`config.mk`:
```
export PLATFORM = sky130hd
export DESIGN_NAME = mem_dump_streamer_flat
export DESIGN_NICKNAME = d
export VERILOG_FILES = /design/src/rtl/mem_dump_streamer_pkg.sv /design/src/rtl/mem_dump_streamer_if.sv /design/src/rtl/mem_dump_streamer_word_serializer.sv /design/src/rtl/mem_dump_streamer.sv /design/src/flat_wrapper.sv
export SDC_FILE = /design/constraint.sdc
export NUM_CORES = 1
export LEC_CHECK = 0
export BUFFER_PORTS_ARGS = -buffer_cell sky130_fd_sc_hd__buf_2
export CAP_MARGIN = 20
export CELL_PAD_IN_SITES_DETAIL_PLACEMENT = 1
export CELL_PAD_IN_SITES_GLOBAL_PLACEMENT = 2
export CORE_UTILIZATION = 34
export CTS_CLUSTER_DIAMETER = 30
export DETAILED_ROUTE_END_ITERATION = 6
export PLACE_DENSITY = 0.89
export SLEW_MARGIN = 15
export SYNTH_ARGS = -nofsm -noshare
export SYNTH_HDL_FRONTEND = slang
export SYNTH_SLANG_ARGS = --single-unit
```
`constraint.sdc`:
```
create_clock -name clk -period 2 [get_ports clk]
set_clock_uncertainty 0.15 [all_clocks]
set_input_delay 0.1 -clock clk [delete_from_list [all_inputs] [get_ports clk]]
set_output_delay 0.1 -clock clk [all_outputs]
set_load 0.05 [all_outputs]
```
`src/rtl/mem_dump_streamer_pkg.sv`:
```
// Shared types and constants for the data-RAM dump streamer.
// The vector word width is shared with the processor top.
package mem_dump_streamer_pkg;

  localparam int unsigned VecWordW     = 48;
  localparam int unsigned BytesPerWord = VecWordW / 8;

  typedef enum logic [2:0] {
    StIdle,
    StReq,
    StWait,
    StLoad,
    StSend,
    StNext,
    StDone
  } state_e;

  // Counter width for values 0..n-1, never narrower than one bit.
  function automatic int unsigned clog2_min1(input int unsigned n);
    return (n <= 2) ? 1 : $clog2(n);
  endfunction

endpackage

```
`src/rtl/mem_dump_streamer_if.sv`:
```
// RAM read port and byte stream bundled for the dump streamer.
// master = streamer side, slave = RAM model / byte sink side.
interface mem_dump_streamer_if #(
  parameter int unsigned ADDR_W = 16,
  parameter int unsigned DATA_W = mem_dump_streamer_pkg::VecWordW
) ();

  logic [ADDR_W-1:0] ram_addr;
  logic              ram_rden;
  logic [DATA_W-1:0] ram_q;
  logic [7:0]        tx_data;
  logic              tx_valid;
  logic              tx_ready;

  modport master (
    output ram_addr,
    output ram_rden,
    input  ram_q,
    output tx_data,
    output tx_valid,
    input  tx_ready
  );

  modport slave (
    input  ram_addr,
    input  ram_rden,
    output ram_q,
    input  tx_data,
    input  tx_valid,
    output tx_ready
  );

endinterface

```
`src/rtl/mem_dump_streamer_word_serializer.sv`:
```
// Loads one RAM word and emits it MSB byte first on a valid/ready stream.
// last_xfer_o flags the handshake that moves the final byte of the word.
module mem_dump_streamer_word_serializer
  import mem_dump_streamer_pkg::*;
#(
  parameter int unsigned DATA_W = VecWordW
) (
  input  logic              clk_i,
  input  logic              rst_ni,
  input  logic              load_i,
  input  logic [DATA_W-1:0] data_i,
  input  logic              tx_ready_i,
  output logic              tx_valid_o,
  output logic [7:0]        tx_data_o,
  output logic              last_xfer_o
);

  localparam int unsigned Bpw  = DATA_W / 8;
  localparam int unsigned IdxW = clog2_min1(Bpw);

  logic [DATA_W-1:0] shift_q, shift_d;
  logic [IdxW-1:0]   idx_q, idx_d;
  logic              valid_q, valid_d;
  logic              xfer;

  assign xfer        = valid_q & tx_ready_i;
  assign last_xfer_o = xfer && (idx_q == IdxW'(Bpw - 1));
  assign tx_valid_o  = valid_q;
  assign tx_data_o   = shift_q[DATA_W-1 -: 8];

  always_comb begin
    shift_d = shift_q;
    idx_d   = idx_q;
    valid_d = valid_q;
    if (load_i) begin
      shift_d = data_i;
      idx_d   = '0;
      valid_d = 1'b1;
    end else if (xfer) begin
      shift_d = shift_q << 8;
      idx_d   = idx_q + 1'b1;
      if (last_xfer_o) begin
        valid_d = 1'b0;
        idx_d   = '0;
      end
    end
  end

  always_ff @(posedge clk_i or negedge rst_ni) begin
    if (!rst_ni) begin
      shift_q <= '0;
      idx_q   <= '0;
      valid_q <= 1'b0;
    end else begin
      shift_q <= shift_d;
      idx_q   <= idx_d;
      valid_q <= valid_d;
    end
  end

endmodule

```
`src/rtl/mem_dump_streamer.sv`:
```
// Reads NUM_WORDS consecutive RAM words from BASE_ADDR and streams them
// out as bytes; the FSM sequences RAM reads and counts words.
module mem_dump_streamer
  import mem_dump_streamer_pkg::*;
#(
  parameter int unsigned ADDR_W    = 16,
  parameter int unsigned DATA_W    = VecWordW,
  parameter int unsigned BASE_ADDR = 0,
  parameter int unsigned NUM_WORDS = 256,
  parameter int unsigned RD_LAT    = 2
) (
  input  logic                 clk,
  input  logic                 rst,
  input  logic                 start,
  output logic                 busy,
  output logic                 done,
  mem_dump_streamer_if.master  bus
);

  localparam int unsigned CntW  = clog2_min1(RD_LAT);
  localparam int unsigned WordW = clog2_min1(NUM_WORDS);

  state_e            state_q, state_d;
  logic [ADDR_W-1:0] addr_q, addr_d;
  logic [WordW-1:0]  word_q, word_d;
  logic [CntW-1:0]   cnt_q, cnt_d;
  logic              busy_q, done_q, rden_q;
  logic              load;
  logic              last_xfer;

  assign busy         = busy_q;
  assign done         = done_q;
  assign bus.ram_addr = addr_q;
  assign bus.ram_rden = rden_q;

  mem_dump_streamer_word_serializer #(
    .DATA_W (DATA_W)
  ) u_serializer (
    .clk_i       (clk),
    .rst_ni      (rst),
    .load_i      (load),
    .data_i      (bus.ram_q),
    .tx_ready_i  (bus.tx_ready),
    .tx_valid_o  (bus.tx_valid),
    .tx_data_o   (bus.tx_data),
    .last_xfer_o (last_xfer)
  );

  always_comb begin
    state_d = state_q;
    addr_d  = addr_q;
    word_d  = word_q;
    cnt_d   = cnt_q;
    load    = 1'b0;
    unique case (state_q)
      StIdle: begin
        if (start) begin
          state_d = StReq;
          word_d  = '0;
          addr_d  = ADDR_W'(BASE_ADDR);
        end
      end
      StReq: begin
        if (RD_LAT <= 1) begin
          state_d = StLoad;
        end else begin
          cnt_d   = CntW'(RD_LAT - 1);
          state_d = StWait;
        end
      end
      StWait: begin
        cnt_d = cnt_q - 1'b1;
        if (cnt_q == CntW'(1)) state_d = StLoad;
      end
      StLoad: begin
        load    = 1'b1;
        state_d = StSend;
      end
      StSend: begin
        if (last_xfer) state_d = StNext;
      end
      StNext: begin
        if (word_q == WordW'(NUM_WORDS - 1)) begin
          state_d = StDone;
        end else begin
          word_d  = word_q + 1'b1;
          // Wraps modulo 2^ADDR_W by construction.
          addr_d  = addr_q + 1'b1;
          state_d = StReq;
        end
      end
      StDone: state_d = StIdle;
      default: state_d = StIdle;
    endcase
  end

  // Status outputs are registered from the next state so they align with it.
  always_ff @(posedge clk or negedge rst) begin
    if (!rst) begin
      state_q <= StIdle;
      addr_q  <= '0;
      word_q  <= '0;
      cnt_q   <= '0;
      busy_q  <= 1'b0;
      done_q  <= 1'b0;
      rden_q  <= 1'b0;
    end else begin
      state_q <= state_d;
      addr_q  <= addr_d;
      word_q  <= word_d;
      cnt_q   <= cnt_d;
      busy_q  <= (state_d != StIdle);
      done_q  <= (state_d == StDone);
      rden_q  <= (state_d == StReq) || (state_d == StWait);
    end
  end

endmodule

```
`src/flat_wrapper.sv`:
```
// flat-port wrapper written by rule: the top's interface ports become plain ports
module mem_dump_streamer_flat import mem_dump_streamer_pkg::*;
#(
  parameter int unsigned ADDR_W    = 16,
  parameter int unsigned DATA_W    = VecWordW,
  parameter int unsigned BASE_ADDR = 0,
  parameter int unsigned NUM_WORDS = 256,
  parameter int unsigned RD_LAT    = 2
)
  (clk, rst, start, busy, done, bus_ram_addr, bus_ram_rden, bus_ram_q, bus_tx_data, bus_tx_valid, bus_tx_ready);
  mem_dump_streamer_if #(.ADDR_W(ADDR_W), .DATA_W(DATA_W)) bus_i ();
  input  logic clk;
  input  logic rst;
  input  logic start;
  output logic busy;
  output logic done;
  output wire logic [$bits(bus_i.ram_addr)-1:0] bus_ram_addr;
  output wire logic [$bits(bus_i.ram_rden)-1:0] bus_ram_rden;
  input wire logic [$bits(bus_i.ram_q)-1:0] bus_ram_q;
  output wire logic [$bits(bus_i.tx_data)-1:0] bus_tx_data;
  output wire logic [$bits(bus_i.tx_valid)-1:0] bus_tx_valid;
  input wire logic [$bits(bus_i.tx_ready)-1:0] bus_tx_ready;
  assign bus_ram_addr = bus_i.ram_addr;
  assign bus_ram_rden = bus_i.ram_rden;
  assign bus_i.ram_q = bus_ram_q;
  assign bus_tx_data = bus_i.tx_data;
  assign bus_tx_valid = bus_i.tx_valid;
  assign bus_i.tx_ready = bus_tx_ready;
  mem_dump_streamer #(.ADDR_W(ADDR_W), .DATA_W(DATA_W), .BASE_ADDR(BASE_ADDR), .NUM_WORDS(NUM_WORDS), .RD_LAT(RD_LAT)) u_core (.clk(clk), .rst(rst), .start(start), .busy(busy), .done(done), .bus(bus_i));
endmodule
```
==> reports/qor.csv <==
metric,value,unit
"Net count, final",601,
share of cells above drive strength 1,24.6,%
initial antenna violation count,0,
"Reg clk slew, reported paths",0.06,ns
highest clock rate,523,MHz
#FFs+latches synth,83,
RSZ-0062 raised after global routing,true,
Root Driver,clkbuf_16,
Core Box Area,0.0116,mm^2
ys async rst share,100,%
reg2reg setup slack,0.09,ns
class of the worst hold path,input port to async pin,
Worst Path Arrival,1.96,ns
post-synthesis cell area,0.00413,mm^2
Reg2Reg Depth,6,
Synth area leaders,"dfrtp_1 (50%), mux2i_1 (11%), nand2_1 (7.5%)",
post-synthesis sequential area ratio,50.3,%
"Clk Latency, worst-skew pair",0.33,ns
clock buffer count from CTS,9,
final antenna-violating net count,0,
CTS tree,done,
CP Max Fanout,15,
All-Layer GR Usage,19.2,%
ys flop type,dfrtp_1,
area fraction of the dominant cell type after synthesis,50.3,%
Starting Density,35.5,%
# clock sinks,83,
failing checks,DRC,
Cells after Synth,416,
# rows,39,
vias post-DR,3534,
leading area contributor after synthesis,dfrtp_1,
"EDFF count, synth",0,
Hold WS,0.0835,ns
"Avg Cell Area, Syn",9.92,um^2
Post-synth top cells,"dfrtp_1 (83), nand2_1 (83), mux2i_1 (47)",
Unique masters post-synth,45,
maximum VDD drop,0.000472,V
First-pass DRT Iterations,6,
Placer Congestion,0.781,
synthesized net count,472,
Die Y,112,um
number of buffers added on ports,79,
Crit. Startpoint,u_core.word_q[0]$_DFFE_PN0P_,
initial DRC count,118,
Max Cap Viol,0,
vias per cell,5.11,
clk buf depth,2,
min cycle time layout,1.91,ns
Routed WL,11.3,mm
Rel. slew slack,69.5,%
final hold vios,0,
die area,0.0126,mm^2
pin count of the biggest net entering global routing,58,
"Setup violations, final",0,
worst-margin pin slew,0.456,ns
Slew Limit Fails,0,
grt ovf,0,
Inserted Diodes,0,
width of the die,112,um
crit path kind,register to register,
outcome,finished with violations,
final period utilization,95.5,%
Worst setup EP type,register,
FF-to-FF Start,u_core.word_q[0]$_DFFE_PN0P_,
routed len/inst,16.3,um
crit path capture,u_core.bus.ram_addr[11]$_DFFE_PN0P_,
Power Dens Cells,1170,mW/mm^2
first-pass GRT wire length,19.1,mm
critical path required time,2.05,ns
Ports,80,
# H-tree levels,3,
area grow syn2layout,33.3,%
vias in the first global route,3817,
YS warnings,0,
RR Endpoint,u_core.bus.ram_addr[11]$_DFFE_PN0P_,
Leakage,0.00270,uW
Startpoint Class,register,
Remaining DRCs,5,
setup_tns,0,ns
Util after Layout,47.4,%
post-DP HPWL,7.50,mm
-- area by class of cell --
| type | instances | area [um^2] |
|---|---|---|
| clock buffer | 12 | 246 |
| clock inverter | 3 | 15.0 |
| fill | 1320 | 6110 |
| inverter | 3 | 11.3 |
| multi-input combinational | 296 | 1850 |
| sequential | 83 | 2080 |
| tap | 143 | 179 |
| timing repair buffer | 152 | 1120 |
-- what timing repair did --
action                                 CTS  global route
endpoints found under the hold margin  134             0
setup endpoints to repair                0             7
gates resized for setup                  0             3
hold buffers                            51             0
buffers inserted                         0             4
-- layout by cell type (no fill, tap or decap), types with 2 or more instances in the layout --
master,synthesis,routed
nand3b_1,3,3
or4_1,5,5
o311ai_0,4,2
and3_1,4,3
nand4_1,4,4
nor4_1,2,2
or2_2,8,8
nand2_1,83,82
nor2_1,11,11
inv_1,2,2
o21ai_1,14,14
clkbuf_16,0,9
mux2i_1,47,47
o211ai_1,6,6
ha_1,4,4
a21oi_1,9,9
a211oi_1,2,2
o31ai_1,4,4
buf_2,10,78
nand3_1,19,19
clkinv_2,0,3
o311ai_1,0,2
dlygate4sd3_1,0,51
nor3b_1,2,2
dfrtp_1,83,83
xor2_1,3,3
and4_1,3,3
buf_12,0,4
o21ai_0,40,40
o211ai_2,3,3
buf_4,11,19
clkbuf_1,11,2
-- sequential cells by signal, indices dropped and copies added, names as in the netlist --
name                            count
u_core.state_q                      3
u_core.done                         1
u_core.u_serializer.idx_q           3
u_core.cnt_q                        1
u_core.bus.ram_addr                16
u_core.bus.ram_rden                 1
u_core.u_serializer.shift_q        48
u_core.busy                         1
u_core.word_q                       8
u_core.u_serializer.tx_valid_o      1
-- worst max-delay path, cell delays in order, from the launching register on --
cell	delay (ns)
dfrtp_1	0.41
ha_1	0.27
nand3_2	0.22
o21ai_4	0.09
buf_12	0.14
o311ai_0	0.35
o31ai_1	0.14
-- report_power, final --
| part | internal, uW | switching, uW | total [uW] |
|---|---|---|---|
| clock network | 862 | 631 | 1490 |
| logic | 905 | 1420 | 2320 |
| registers | 2200 | 393 | 2600 |
-- metrics by stage --
step | cells | setup slack (ns) | total power [uW] | cell area [um^2]
6_report | 692 | 0.0890 | 6410 | 5500
3_5_place_dp | 622 | 0.0764 | 4830 | 4680
4_1_cts | 688 | 0.0561 | 6420 | 5460
2_1_floorplan | 416 | 0.0800 | 4210 | 4130
3_3_place_gp | 622 | 0.187 | 4660 | 4680
5_1_grt | 692 | -0.0263 | 6850 | 5500
-- cells by family (layout without fill, tap and decap cells) --
group | Yosys count | in the layout | synth area share [%]
XOR/XNOR | 3 | 3 | 0.637
flip-flops | 83 | 83 | 50.3
buffers and inverters | 37 | 170 | 5.03
AND/OR/NAND/NOR | 153 | 153 | 17.9
adder cells (fa/ha/maj) | 4 | 4 | 1.21
multiplexers | 47 | 47 | 11.4
AO/OA/AOI/OAI | 89 | 89 | 13.5
-- how the worst min path moves through the flow --
stage | endpoint | depth (start not counted) | startpoint | slack, ns
detailed placement | u_core.bus.ram_rden$_DFF_PN0_ | 1 | rst | -0.1
global route | u_core.bus.ram_rden$_DFF_PN0_ | 2 | rst | 0.14
CTS | u_core.bus.ram_rden$_DFF_PN0_ | 2 | rst | 0.08
floorplan | u_core.bus.ram_addr[0]$_DFFE_PN0P_ | 0 | rst | -0.35
finish | u_core.busy$_DFF_PN0_ | 2 | rst | 0.08
global placement | u_core.bus.ram_rden$_DFF_PN0_ | 1 | rst | -0.1
-- metal layers --
metal	GRT usage [%]	share of wire (%)	vias up
li1	-	-	1730
met1	23.7	45	1720
met2	33.3	51	61
met3	2.86	2.5	23
met4	8.71	2.4	0
met5	0	0	-
No activity file was read; power rests on OpenSTA's default activity.
